$ cat src/rtl/ef_pwm_guard_pkg.sv
// Shared defaults and output-select encoding for the PWM output guard.
package ef_pwm_guard_pkg;

  localparam int unsigned MPW_W_DEF = 8;
  localparam int unsigned FLT_W_DEF = 4;

  typedef enum logic [1:0] {
    SEL_PASS  = 2'd0,
    SEL_HOLD  = 2'd1,
    SEL_BLANK = 2'd2,
    SEL_SAFE  = 2'd3
  } out_sel_e;

endpackage

$ cat src/rtl/ef_pwm_min_pulse.sv
// Per-channel output register with a minimum-pulse-width hold counter.
module ef_pwm_min_pulse
  import ef_pwm_guard_pkg::*;
#(
  parameter int unsigned MPW_W = MPW_W_DEF
) (
  input  logic             clk,
  input  logic             rst,
  input  logic             clr,
  input  logic             force_en,
  input  logic             force_val,
  input  logic             req,
  input  logic [MPW_W-1:0] min_pulse,
  output logic             out
);

  localparam logic [MPW_W-1:0] CNT_ONE = MPW_W'(1);

  logic             out_q, out_d;
  logic [MPW_W-1:0] cnt_q, cnt_d;
  out_sel_e         sel;

  always_comb begin
    out_d = out_q;
    cnt_d = cnt_q;
    sel   = SEL_PASS;
    if (clr) begin
      // disabled: drive the forced level and leave no hold pending
      sel   = SEL_SAFE;
      out_d = force_val;
      cnt_d = '0;
    end else if (force_en) begin
      sel   = SEL_SAFE;
      out_d = force_val;
      if (force_val != out_q) begin
        cnt_d = min_pulse;
      end else if (cnt_q != '0) begin
        cnt_d = cnt_q - CNT_ONE;
      end
    end else if (cnt_q != '0) begin
      sel   = SEL_HOLD;
      cnt_d = cnt_q - CNT_ONE;
    end else begin
      out_d = req;
      if (req != out_q) begin
        cnt_d = min_pulse;
      end
    end
  end

  always_ff @(posedge clk or posedge rst) begin
    if (rst) begin
      out_q <= 1'b0;
      cnt_q <= '0;
    end else begin
      out_q <= out_d;
      cnt_q <= cnt_d;
    end
  end

  assign out = out_q;

endmodule

$ cat src/rtl/ef_pwm_out_guard.sv
// PWM output guard: fault filter/latch, shoot-through blanking and min-pulse hold.
module ef_pwm_out_guard
  import ef_pwm_guard_pkg::*;
#(
  parameter int unsigned MPW_W = MPW_W_DEF,
  parameter int unsigned FLT_W = FLT_W_DEF
) (
  input  logic             clk,
  input  logic             rst,
  input  logic             en,
  input  logic             pwm_a,
  input  logic             pwm_b,
  input  logic             fault_in,
  input  logic             flt_pol,
  input  logic [FLT_W-1:0] flt_filt,
  input  logic             clr_fault,
  input  logic [MPW_W-1:0] min_pulse,
  input  logic             safe_a,
  input  logic             safe_b,
  output logic             out_a,
  output logic             out_b,
  output logic             fault_latched,
  output logic             st_err
);

  localparam logic [FLT_W-1:0] FLT_ONE = FLT_W'(1);

  logic [1:0]       sync_q, sync_d;
  logic [FLT_W-1:0] cnt_q, cnt_d;
  logic             fault_q, fault_d;
  logic             st_err_q, st_err_d;
  logic             flt_s, fault_set, cnt_hit;
  out_sel_e         sel;
  logic             force_en, force_a, force_b;

  always_comb begin
    sync_d  = {sync_q[0], fault_in};
    flt_s   = ~(sync_q[1] ^ flt_pol);
    cnt_hit = (cnt_q >= flt_filt);

    cnt_d = cnt_q;
    if (!en || !flt_s) begin
      cnt_d = '0;
    end else if (!cnt_hit) begin
      cnt_d = cnt_q + FLT_ONE;
    end

    // a set in the same cycle always beats a clear request
    fault_set = en & flt_s & cnt_hit;
    fault_d   = fault_set | (fault_q & ~(clr_fault & ~flt_s));

    if (!en || fault_d) begin
      sel = SEL_SAFE;
    end else if (pwm_a && pwm_b) begin
      sel = SEL_BLANK;
    end else begin
      sel = SEL_PASS;
    end

    st_err_d = (sel == SEL_BLANK);
    force_en = (sel == SEL_SAFE) || (sel == SEL_BLANK);
    force_a  = (sel == SEL_SAFE) ? safe_a : 1'b0;
    force_b  = (sel == SEL_SAFE) ? safe_b : 1'b0;
  end

  always_ff @(posedge clk or posedge rst) begin
    if (rst) begin
      sync_q   <= '0;
      cnt_q    <= '0;
      fault_q  <= 1'b0;
      st_err_q <= 1'b0;
    end else begin
      sync_q   <= sync_d;
      cnt_q    <= cnt_d;
      fault_q  <= fault_d;
      st_err_q <= st_err_d;
    end
  end

  ef_pwm_min_pulse #(.MPW_W(MPW_W)) u_mp_a (
    .clk       (clk),
    .rst       (rst),
    .clr       (~en),
    .force_en  (force_en),
    .force_val (force_a),
    .req       (pwm_a),
    .min_pulse (min_pulse),
    .out       (out_a)
  );

  ef_pwm_min_pulse #(.MPW_W(MPW_W)) u_mp_b (
    .clk       (clk),
    .rst       (rst),
    .clr       (~en),
    .force_en  (force_en),
    .force_val (force_b),
    .req       (pwm_b),
    .min_pulse (min_pulse),
    .out       (out_b)
  );

  assign fault_latched = fault_q;
  assign st_err        = st_err_q;

endmodule

$ cat config.mk
export PLATFORM = sky130hd
export DESIGN_NAME = ef_pwm_out_guard
export DESIGN_NICKNAME = d
export VERILOG_FILES = /design/src/rtl/ef_pwm_guard_pkg.sv /design/src/rtl/ef_pwm_min_pulse.sv /design/src/rtl/ef_pwm_out_guard.sv
export SDC_FILE = /design/constraint.sdc
export NUM_CORES = 1
export LEC_CHECK = 0
export CAP_MARGIN = 20
export CORE_UTILIZATION = 35
export CTS_CLUSTER_SIZE = 25
export DETAILED_ROUTE_END_ITERATION = 10
export PLACE_DENSITY = 0.55
export SYNTH_ARGS = -nofsm -noshare
export SYNTH_HDL_FRONTEND = slang
export SYNTH_SLANG_ARGS = --single-unit
$ cat constraint.sdc
create_clock -name clk -period 2.8 [get_ports clk]
set_clock_uncertainty 0.2 [all_clocks]
set_input_delay 0.42 -clock clk [delete_from_list [all_inputs] [get_ports clk]]
set_output_delay 0.42 -clock clk [all_outputs]
set_load 0.1 [all_outputs]
=== Word level (Yosys, flattened, before mapping) ===
Cells that the tools add are included.

* Bits in registers: 26
* Logic and storage cells: 66
* Input port bits: 22
* Output and inout port bits: 4

* Magnitude comparators: 1
* $add $sub $neg: 3
* Equality and inequality tests: 13
* Mux-type cells: 24
* Bitwise logic cells: 8
* Reductions and logical operators: 9

{| class="wikitable"
|+ Operator list
! operator !! number
|-
| 8-bit two-way mux || 12
|-
| 8-bit nonzero test || 2
|-
| 8-bit by 1-bit subtractor with 8-bit output (second input constant) || 2
|-
| 1-bit two-way mux || 8
|-
| 4-bit two-way mux || 2
|-
| 4-bit by 1-bit inequality test with 1-bit output (second input constant) || 2
|-
| 4-bit by 2-bit inequality test with 1-bit output (second input constant) || 2
|-
| 3-bit inequality test (second input constant) || 2
|-
| 4-bit by 1-bit adder with 4-bit output (second input constant) || 1
|-
| 1-bit AND || 4
|-
| 2-bit == test (second input constant) || 2
|-
| 4-bit greater-or-equal comparator || 1
|-
| 2-bit two-way mux || 2
|-
| 1-bit inequality test || 4
|-
| 2-bit AND reduction || 2
|-
| 1-bit logical OR || 3
|-
| 2-bit by 1-bit inequality test with 1-bit output (second input constant) || 1
|-
| 1-bit inverter || 2
|-
| 1-bit logical AND || 1
|-
| 1-bit zero test || 1
|-
| 1-bit bitwise OR || 1
|-
| 1-bit XOR || 1
|}

=== Logic depth before layout (Yosys ltp) ===
Gate-level depths: netlist of run 1.

* Word-level depth: 13
* Mapped depth: 10
* Gate-level depth less buffers: 9

=== Hierarchy ===
Synthesis of run 1 repeated with hierarchy kept, for this count alone.

* Cells, all modules: 170
* Area total of the unflattened synthesis: 1,664.1 µm²

{| class="wikitable"
|+ By module, submodules not included
! module !! cells each !! area each (µm²) !! times used
|-
| ef_pwm_min_pulse || 62 || 596.8 || 2
|-
| ef_pwm_out_guard || 46 || 470.5 || 1
|}

=== Worst setup path after synthesis of run 1 ===
No wires, ideal clock.

* Path type: input to register
* Start point: input port flt_filt[0]
* End point: register u_mp_b.cnt_q[0]
* Required time: 2.478 ns
* Setup slack: 0.050 ns
* Arrival time: 2.428 ns
* Buffers on the path: 0
* Library setup time: 0.122 ns
* Cell stages on the path: 8
* Cell sequence: ha_1 -> nand2b_4 -> a2111oi_4 -> o311ai_4 -> mux2_4 -> o221a_2 -> mux2i_1 -> a32o_1

* Cells in the longest elaborated chain, start to end: 11
* Elaborated cells on any way between the ends: 16

{| class="wikitable"
|+ Ends and longest elaborated chain
! element !! RTL line !! RTL
|-
| start: declaration || ef_pwm_out_guard.sv:15 || <nowiki>input logic [FLT_W-1:0] flt_filt,</nowiki>
|-
| 4-bit greater-or-equal comparator (*) || ef_pwm_out_guard.sv:39 || <nowiki>cnt_hit = (cnt_q >= flt_filt);</nowiki>
|-
| 1-bit AND (*) || ef_pwm_out_guard.sv:49 || <nowiki>fault_set = en & flt_s & cnt_hit;</nowiki>
|-
| 1-bit bitwise OR (*) || ef_pwm_out_guard.sv:50 || <nowiki>fault_d = fault_set | (fault_q & ~(clr_fault & ~flt_s));</nowiki>
|-
| 1-bit logical OR (*) || ef_pwm_out_guard.sv:52 || <nowiki>if (!en || fault_d) begin</nowiki>
|-
| 2-bit two-way mux (*) || ef_pwm_out_guard.sv:52 ||
|-
| 2-bit == test || ef_pwm_out_guard.sv:61, ef_pwm_out_guard.sv:63 ||
|-
| 1-bit two-way mux || ef_pwm_out_guard.sv:63 || <nowiki>force_b = (sel == SEL_SAFE) ? safe_b : 1'b0;</nowiki>
|-
| 1-bit inequality test || ef_pwm_min_pulse.sv:35 || <nowiki>if (force_val != out_q) begin</nowiki>
|-
| 8-bit two-way mux || ef_pwm_min_pulse.sv:35 ||
|-
| 8-bit two-way mux || ef_pwm_min_pulse.sv:32 || <nowiki>end else if (force_en) begin</nowiki>
|-
| 8-bit two-way mux || ef_pwm_min_pulse.sv:27 || <nowiki>if (clr) begin</nowiki>
|-
| end signal: assignment || ef_pwm_min_pulse.sv:57 || <nowiki>cnt_q <= cnt_d;</nowiki>
|-
| end: declaration || ef_pwm_min_pulse.sv:20 || <nowiki>logic [MPW_W-1:0] cnt_q, cnt_d;</nowiki>
|}

Mark *: on every way between the ends. The rest lies on a longest branch, timed or not.
A chain may end at the register's enable or synchronous reset.

=== Worst setup path in the final report of run 1 ===
* Start point: input port flt_filt[1]
* End point: register u_mp_b.cnt_q[1]

The elaborated chain is that of the path after synthesis.

==> out/summary.txt, run 1 <==
======================================================================================
Post-Route WL                                                                  3860 um
Clock buffer depth                                                                   2
Ys Warns                                                                             0
Hold violation count in the final report                                             0
Top cells by area in the synthesized netlist                              sky130_fd_sc_hd__dfrtp_1 (38%), sky130_fd_sc_hd__xnor2_1 (7.2%), sky130_fd_sc_hd__ha_1 (6.6%)
Final weighted congestion in routability-driven placement                        0.832
Max VDD drop                                                                  0.308 mV
Number of standard cells in the layout, taps in and fillers out                    268
Total GRT Usage                                                                  16.0%
Kind of critical path                                                     primary input to flop
XOR/XNOR Fraction of Synth Area                                                  10.3%
Combined buffer and inverter count along the critical path                           3
Starting DRC count in detailed routing                                              40
Endpoint type of the worst setup path                                             flop
Count of pins over their slew limit                                                  0
Fraction of layout cells with a size suffix above 1                              33.3%
Count of cell types in the netlist                                                  34
Number of fillers in the final layout                                              398
Number of cells after detailed placement                                           257
Top FF cell, synth                                                        sky130_fd_sc_hd__dfrtp_1
Fraction of synthesis flops using an asynchronous set or reset pin                100%
Area of the core                                                             4500 um^2
Power per cell area                                                        793 nW/um^2
Port Buffer Count                                                                   25
Library cell occupying the most area in the post-synthesis netlist        sky130_fd_sc_hd__dfrtp_1
Leakage power figure                                                           1.06 nW
Final Setup Violations                                                               2
Final cell utilization of the core                                               53.8%
Clock Pin Slew Worst Setup and Hold Paths                                        90 ps
Kind of cell with the highest combined delay on the critical path         compound AO/OA/AOI/OAI gates
H-Tree Depth                                                                         1
Sink Count                                                                          26
Cells after Synth                                                                  170
Signal arrival time at the worst endpoint                                      2780 ps
Most repeated cell in the gate-level netlist after synthesis              sky130_fd_sc_hd__dfrtp_1
Area of the multi-input gates                                                1150 um^2
DR WL/cell                                                                     14.4 um
Main combinational cell family by area after synthesis                    compound AO/OA/AOI/OAI gates
Stage delay of the slowest cell on the critical path                            470 ps
Antenna Nets Post-Route                                                              0
Post-CTS Hold Fix Bufs                                                               0
Antenna diodes                                                                       0
Antenna violations before repair                                                     0
Total DRC errors in the routed layout                                                0
Row count                                                                           24
Die boundary width                                                             71.7 um
Complex-gate fraction of the synthesized area                                    16.3%
Worst path setup slack after routing                                          -9.53 ps
Area fraction in and, or, nand and nor cells after synthesis                     15.6%
I/O pin cnt                                                                         26
Sequential cell area fraction in the yosys report                                38.3%
Run status                                                                complete, but fails checks
Drt first pass iters                                                                 5
Number of vias after detailed routing                                             1402
Data required time at the worst endpoint                                       2770 ps
Remaining max-slew budget at the tightest pin                                    67.1%
Largest fanout on the critical path                                                  4
Maximum number of pins on one net before global-route repair                        20
Vias in the first global route                                                    1382
Slack of the worst reg-to-reg path                                              -10 ps
Most frequent cells after synthesis                                       sky130_fd_sc_hd__dfrtp_1 (26), sky130_fd_sc_hd__nor2_1 (24), sky130_fd_sc_hd__inv_1 (16)
Area growth, synth to finish                                                     42.8%
Height of the die                                                              71.7 um
Actual transition at the worst max-transition pin                               489 ps
Adder-cell area share of the yosys netlist                                       6.63%
Violated checks                                                           negative setup slack
Final Hold Slack                                                                167 ps
Fraction of synthesized cell area taken by the top area cell type                38.3%
Vias per cell                                                                     5.23
Total of flip-flops plus latches after synthesis                                    26
Nets@finish                                                                        248
Final sum of negative setup slack                                             -17.1 ps
Library cell contributing the largest single delay on the critical path   sky130_fd_sc_hd__clkdlybuf4s50_1
F_max                                                                        0.356 GHz
Total standard cell area after synthesis                                     1700 um^2
Syn Area/Cell                                                                9.99 um^2
Clock latency at the later pin of the worst-skew pair                           280 ps
Grt total ovfl                                                                       0
Count of flip-flops with a built-in enable after synthesis                           0
Number of buffers created by CTS                                                     3
Crit path time final                                                           2810 ps
Portion of netlist area occupied by mux cells                                    7.66%
Placed wire-length estimate after detailed placement                           2860 um
Clock root buffer master                                                  sky130_fd_sc_hd__clkbuf_8
TritonCTS clock tree                                                              done
Total Die Area                                                               5130 um^2
Worst-path cell chain                                                     clkdlybuf4s50_1 > inv_2 > ha_4 > a2111oi_4 > o311ai_4 > buf_6 > mux2_4 > o221a_4 > mux2i_1 > a32o_1
RSZ-0062 raised after global routing                                               yes
Global-route wire length before repair                                         6490 um
# Max-Cap Violations                                                                 0
Initial core utilization                                                         37.7%
Number of nets in the synthesized netlist                                          201
Startpoint type of the worst setup path                                   primary input
Crit share post-route                                                             100%
Type of the most critical hold path                                       flop to flop
Seq. cell area                                                                651 um^2
======================================================================================
path summary, 6_finish.rpt:
kind                             start         endpoint  cells after the start
max                        flt_filt[1]  u_mp_b.cnt_q[1]                     10
min reg2reg                  sync_q[0]        sync_q[1]                      0
min in group asynchronous          rst           st_err                      2
max reg2reg                   cnt_q[0]  u_mp_b.cnt_q[1]                     10
max in group asynchronous          rst         cnt_q[0]                      3
min                          sync_q[0]        sync_q[1]                      0
cells in the final DEF, fill, tap and decap left out, drive strengths merged, types with 3 or more instances in the layout:
cell,netlist,layout
nor2,24,24
dfrtp,26,26
inv,16,16
o21a,3,3
nand3,3,3
clkbuf,0,4
clkdlybuf4s50,0,18
ha,9,9
nand2,11,11
o21ai,5,5
xor2,6,6
a211oi,12,12
nor3,4,4
xnor2,14,14
buf,3,24
a32o,4,4
mux2i,10,10
logic make-up after synthesis:
group / after synthesis
compound gates: 30
xor+xnor: 20
fa+ha+maj: 9
buf+inv: 19
flops: 26
mux: 12
simple gates: 54
cell type report:
cell class              count  share of cell area (%)
clock buffers               4                    2.27
inverters                  16                    2.48
well taps                  52                    2.68
flip-flops and latches     26                    26.8
multi-input cells         125                    47.4
repair buffers             45                    18.4
repair_timing:
| action | CTS | global route |
|---|---|---|
| pin swaps | 6 | 11 |
| setup buffers | 0 | 7 |
| gates resized for setup | 25 | 28 |
| setup endpoints to repair | 16 | 16 |
| gates cloned | 1 | 0 |
per-stage QoR:
stage,instance area [um^2],total power [mW],worst slack [ps]
2_1_floorplan,1700,1.26,50.4
3_3_place_gp,2090,1.45,-395
3_5_place_dp,2090,1.48,-502
4_1_cts,2260,1.85,4.08
5_1_grt,2420,2.07,-112
6_report,2420,1.92,-9.53
power breakdown:
part	total (mW)	switching, mW	internal, mW
Clock	0.252	0.126	0.126
Sequential	0.619	0.129	0.490
Combinational	1.05	0.535	0.517
Total	1.92	0.790	1.13
flip-flops by register name (all words and copies together) (netlist names):
name and count:
cnt_q 4, fault_latched 1, st_err 1, sync_q 2, u_mp_a.cnt_q 8, u_mp_a.out 1, u_mp_b.cnt_q 8, u_mp_b.out 1
metal layers:
metal  share of wire, %  wire length (um)  GRT usage, %
met5                  0                 0             0
met3                3.1               120          2.95
met4               0.75                29          3.27
met1                 48              1850          21.1
met2                 48              1860          27.5
No activity file was read; power rests on OpenSTA's default activity.
==> run 2, diff against run 1 <==
Settings changed: CTS_CLUSTER_SIZE 25 to 24, PLACE_DENSITY 0.55 to not set.
==> run 2 against run 1 <==
Effect of this change:
- the run now ends clean
- sequential power is 0.6% higher
- worst hold slack worse by 12 ps
- first-iteration DRC count is 45% higher
- clock power is 27% higher
- register-to-register slack better by 60 ps
- cell count is 1.9% lower
- die area stayed put
- highest routed layer unchanged
==> out/summary.txt, run 2 (synthesized netlist as in run 1, its figures left out) <==
======================================================================================
Run status                                                                finished clean
Max VDD drop                                                                  0.309 mV   about the same
TritonCTS clock tree                                                              done
Maximum number of pins on one net before global-route repair                        27   +35%
Hold EP                                                                      sync_q[1]
Actual transition at the worst max-transition pin                               483 ps   -5.87 ps
Number of vias after detailed routing                                             1411   +0.64%
Min-Delay Startpoint                                                         sync_q[0]
Die boundary width                                                             71.7 um   unchanged
Number of buffers created by CTS                                                     3   unchanged
Fraction of layout cells with a size suffix above 1                              27.5%   -5.8 points
Vias per cell                                                                     5.37   +2.6%
Final Setup Violations                                                               0   -2
I/O pin cnt                                                                         26   unchanged
Combined buffer and inverter count along the critical path                           2   -1
Clock latency at the later pin of the worst-skew pair                           280 ps   about the same
Area growth, synth to finish                                                     39.6%
Antenna violations before repair                                                     0   unchanged
Grt total ovfl                                                                       0   unchanged
Sink Count                                                                          26   unchanged
Stage delay of the slowest cell on the critical path                            430 ps   -40 ps
Clock root buffer master                                                  sky130_fd_sc_hd__clkbuf_8
Data required time at the worst endpoint                                       2760 ps   about the same
Antenna Nets Post-Route                                                              0   unchanged
Worst path setup slack after routing                                           48.9 ps   +58.5 ps
F_max                                                                        0.363 GHz   +2.1%
Remaining max-slew budget at the tightest pin                                    67.5%   +0.39 points
Final weighted congestion in routability-driven placement                        0.811   -2.6%
Slack of the worst reg-to-reg path                                               50 ps   +60 ps
Final cell utilization of the core                                               52.6%   -1.2 points
Initial core utilization                                                         37.7%   unchanged
Area post-placement                                                          2060 um^2   -1.1%
Final instance area                                                          2370 um^2   -2.3%
RSZ-0062 raised after global routing                                               yes
Seq. cell area                                                                651 um^2   unchanged
Post-Route WL                                                                  3910 um   +1.5%
Drt first pass iters                                                                 4   -1
Area of the core                                                             4500 um^2   unchanged
Startpoint type of the worst setup path                                           flop
Most common cell after layout, fill and taps aside                        sky130_fd_sc_hd__dfrtp_1
Total Power Consumption                                                        1.96 mW   +1.8%
Power per cell area                                                        827 nW/um^2   +4.2%
Kind of critical path                                                     flop to flop
Antenna diodes                                                                       0   unchanged
Kind of cell with the highest combined delay on the critical path         compound AO/OA/AOI/OAI gates
Total DRC errors in the routed layout                                                0   unchanged
Starting DRC count in detailed routing                                              58   +45%
Total Die Area                                                               5130 um^2   unchanged
Final Hold Slack                                                                155 ps   -11.8 ps
Worst reg2reg path endpoint                                               u_mp_b.cnt_q[1]
Row count                                                                           24   unchanged
Vias in the first global route                                                    1461   +5.7%
Count of pins over their slew limit                                                  0   unchanged
Global-route wire length before repair                                         6390 um   -1.6%
Endpoint type of the worst setup path                                             flop
Nets@finish                                                                        243   -2.0%
Crit path time final                                                           2750 ps   -58.5 ps
Leakage power figure                                                           1.06 nW   -0.41%
R2R cell count                                                                      10   unchanged
Largest registers                                                         u_mp_a.cnt_q (8), u_mp_b.cnt_q (8), cnt_q (4)
Worst-path cell chain                                                     inv_2 > ha_4 > nand2b_4 > a2111oi_4 > o311ai_4 > buf_4 > mux2i_4 > xnor2_2 > o21a_1 > a32o_1
Library cell contributing the largest single delay on the critical path   sky130_fd_sc_hd__dfrtp_1
Clock Pin Slew Worst Setup and Hold Paths                                       100 ps   about the same
Type of the most critical hold path                                       flop to flop
Hold violation count in the final report                                             0   unchanged
Clock buffer depth                                                                   2   unchanged
Instance count along the most critical hold path                                     0   unchanged
H-Tree Depth                                                                         1   unchanged
Number of fillers in the final layout                                              414   +4.0%
# Max-Cap Violations                                                                 0   unchanged
Port Buffer Count                                                                   25   unchanged
Commonest non-fill, non-tap cells in the layout                           sky130_fd_sc_hd__dfrtp_1 (26), sky130_fd_sc_hd__nor2_1 (22), sky130_fd_sc_hd__clkdlybuf4s50_1 (18), sky130_fd_sc_hd__inv_1 (15), sky130_fd_sc_hd__buf_4 (15)
Largest fanout on the critical path                                                  6   +2
Worst reg2reg path startpoint                                                 cnt_q[0]
Crit share post-route                                                            98.3%   -2.1 points
Total GRT Usage                                                                  15.8%   -0.17 points
Area of the multi-input gates                                                1120 um^2   -2.1%
Post-CTS Hold Fix Bufs                                                               0   unchanged
Signal arrival time at the worst endpoint                                      2710 ps   -70 ps
Placement-stage worst setup slack                                              -515 ps   -13.2 ps
Height of the die                                                              71.7 um   unchanged
Placed wire-length estimate after detailed placement                           2860 um   about the same
DR WL/cell                                                                     14.9 um   +3.4%
======================================================================================
[run 2: layer usage]
metal  part of all wire [%]  vias up  global-route usage, %
li1                       -      677                      -
met1                     42      688                   19.4
met2                     52       42                   28.2
met3                    5.2        4                   3.52
met4                   0.87        0                   3.92
met5                      0        -                      0
[run 2: power breakdown]
part           total [mW]  leakage, nW  switching [mW]  internal (mW)
logic                1.02        0.687           0.519          0.496
clock network       0.321       0.0357           0.129          0.192
registers           0.623        0.337           0.132          0.490
total                1.96         1.06           0.781           1.18
[run 2: worst register-to-register path, cell delays in order, from the launching register on]
cell,delay (ps)
sky130_fd_sc_hd__dfrtp_1,430
sky130_fd_sc_hd__inv_2,100
sky130_fd_sc_hd__ha_4,200
sky130_fd_sc_hd__nand2b_4,140
sky130_fd_sc_hd__a2111oi_4,420
sky130_fd_sc_hd__o311ai_4,180
sky130_fd_sc_hd__buf_4,200
sky130_fd_sc_hd__mux2i_4,180
sky130_fd_sc_hd__xnor2_2,190
sky130_fd_sc_hd__o21a_1,200
sky130_fd_sc_hd__a32o_1,210
[run 2: what timing repair did]
item	CTS	global route
endpoints found under the setup margin	16	16
pin swaps	3	19
gates resized for setup	9	27
gates cloned	0	1
buffers inserted	2	5
[run 2: worst max-delay path by stage]
| stage | startpoint | to | slack, ps | cells after the start |
|---|---|---|---|---|
| after floorplan | flt_filt[0] | u_mp_b.cnt_q[0] | 50 | 8 |
| after global placement | flt_filt[0] | u_mp_b.cnt_q[5] | -430 | 9 |
| after detailed placement | flt_filt[0] | u_mp_b.cnt_q[5] | -520 | 9 |
| after CTS | flt_filt[0] | u_mp_a.cnt_q[0] | 2 | 9 |
| after global routing | cnt_q[0] | u_mp_b.cnt_q[4] | -50 | 10 |
| final | cnt_q[0] | u_mp_b.cnt_q[1] | 50 | 10 |
[run 2: final cells by class]
type / count / area share, %
Inverter: 16 / 2.53
Multi-Input combinational cell: 125 / 47.5
Clock buffer: 3 / 1.74
Timing Repair Buffer: 40 / 16.8
Sequential cell: 26 / 27.5
Tap cell: 52 / 2.75
Clock inverter: 1 / 1.27
[run 2: stage by stage]
step                instances  setup TNS (ps)
floorplan                 170               0
global placement          254           -5810
detailed placement        254           -6850
CTS                       260               0
global route              263            -159
finish                    263               0
==> run 3, diff against run 2 <==
Settings changed: HOLD_SLACK_MARGIN set to 0.02.
==> results of run 3 <==
No change in the layout: final DEF, timing and power equal those of run 2.
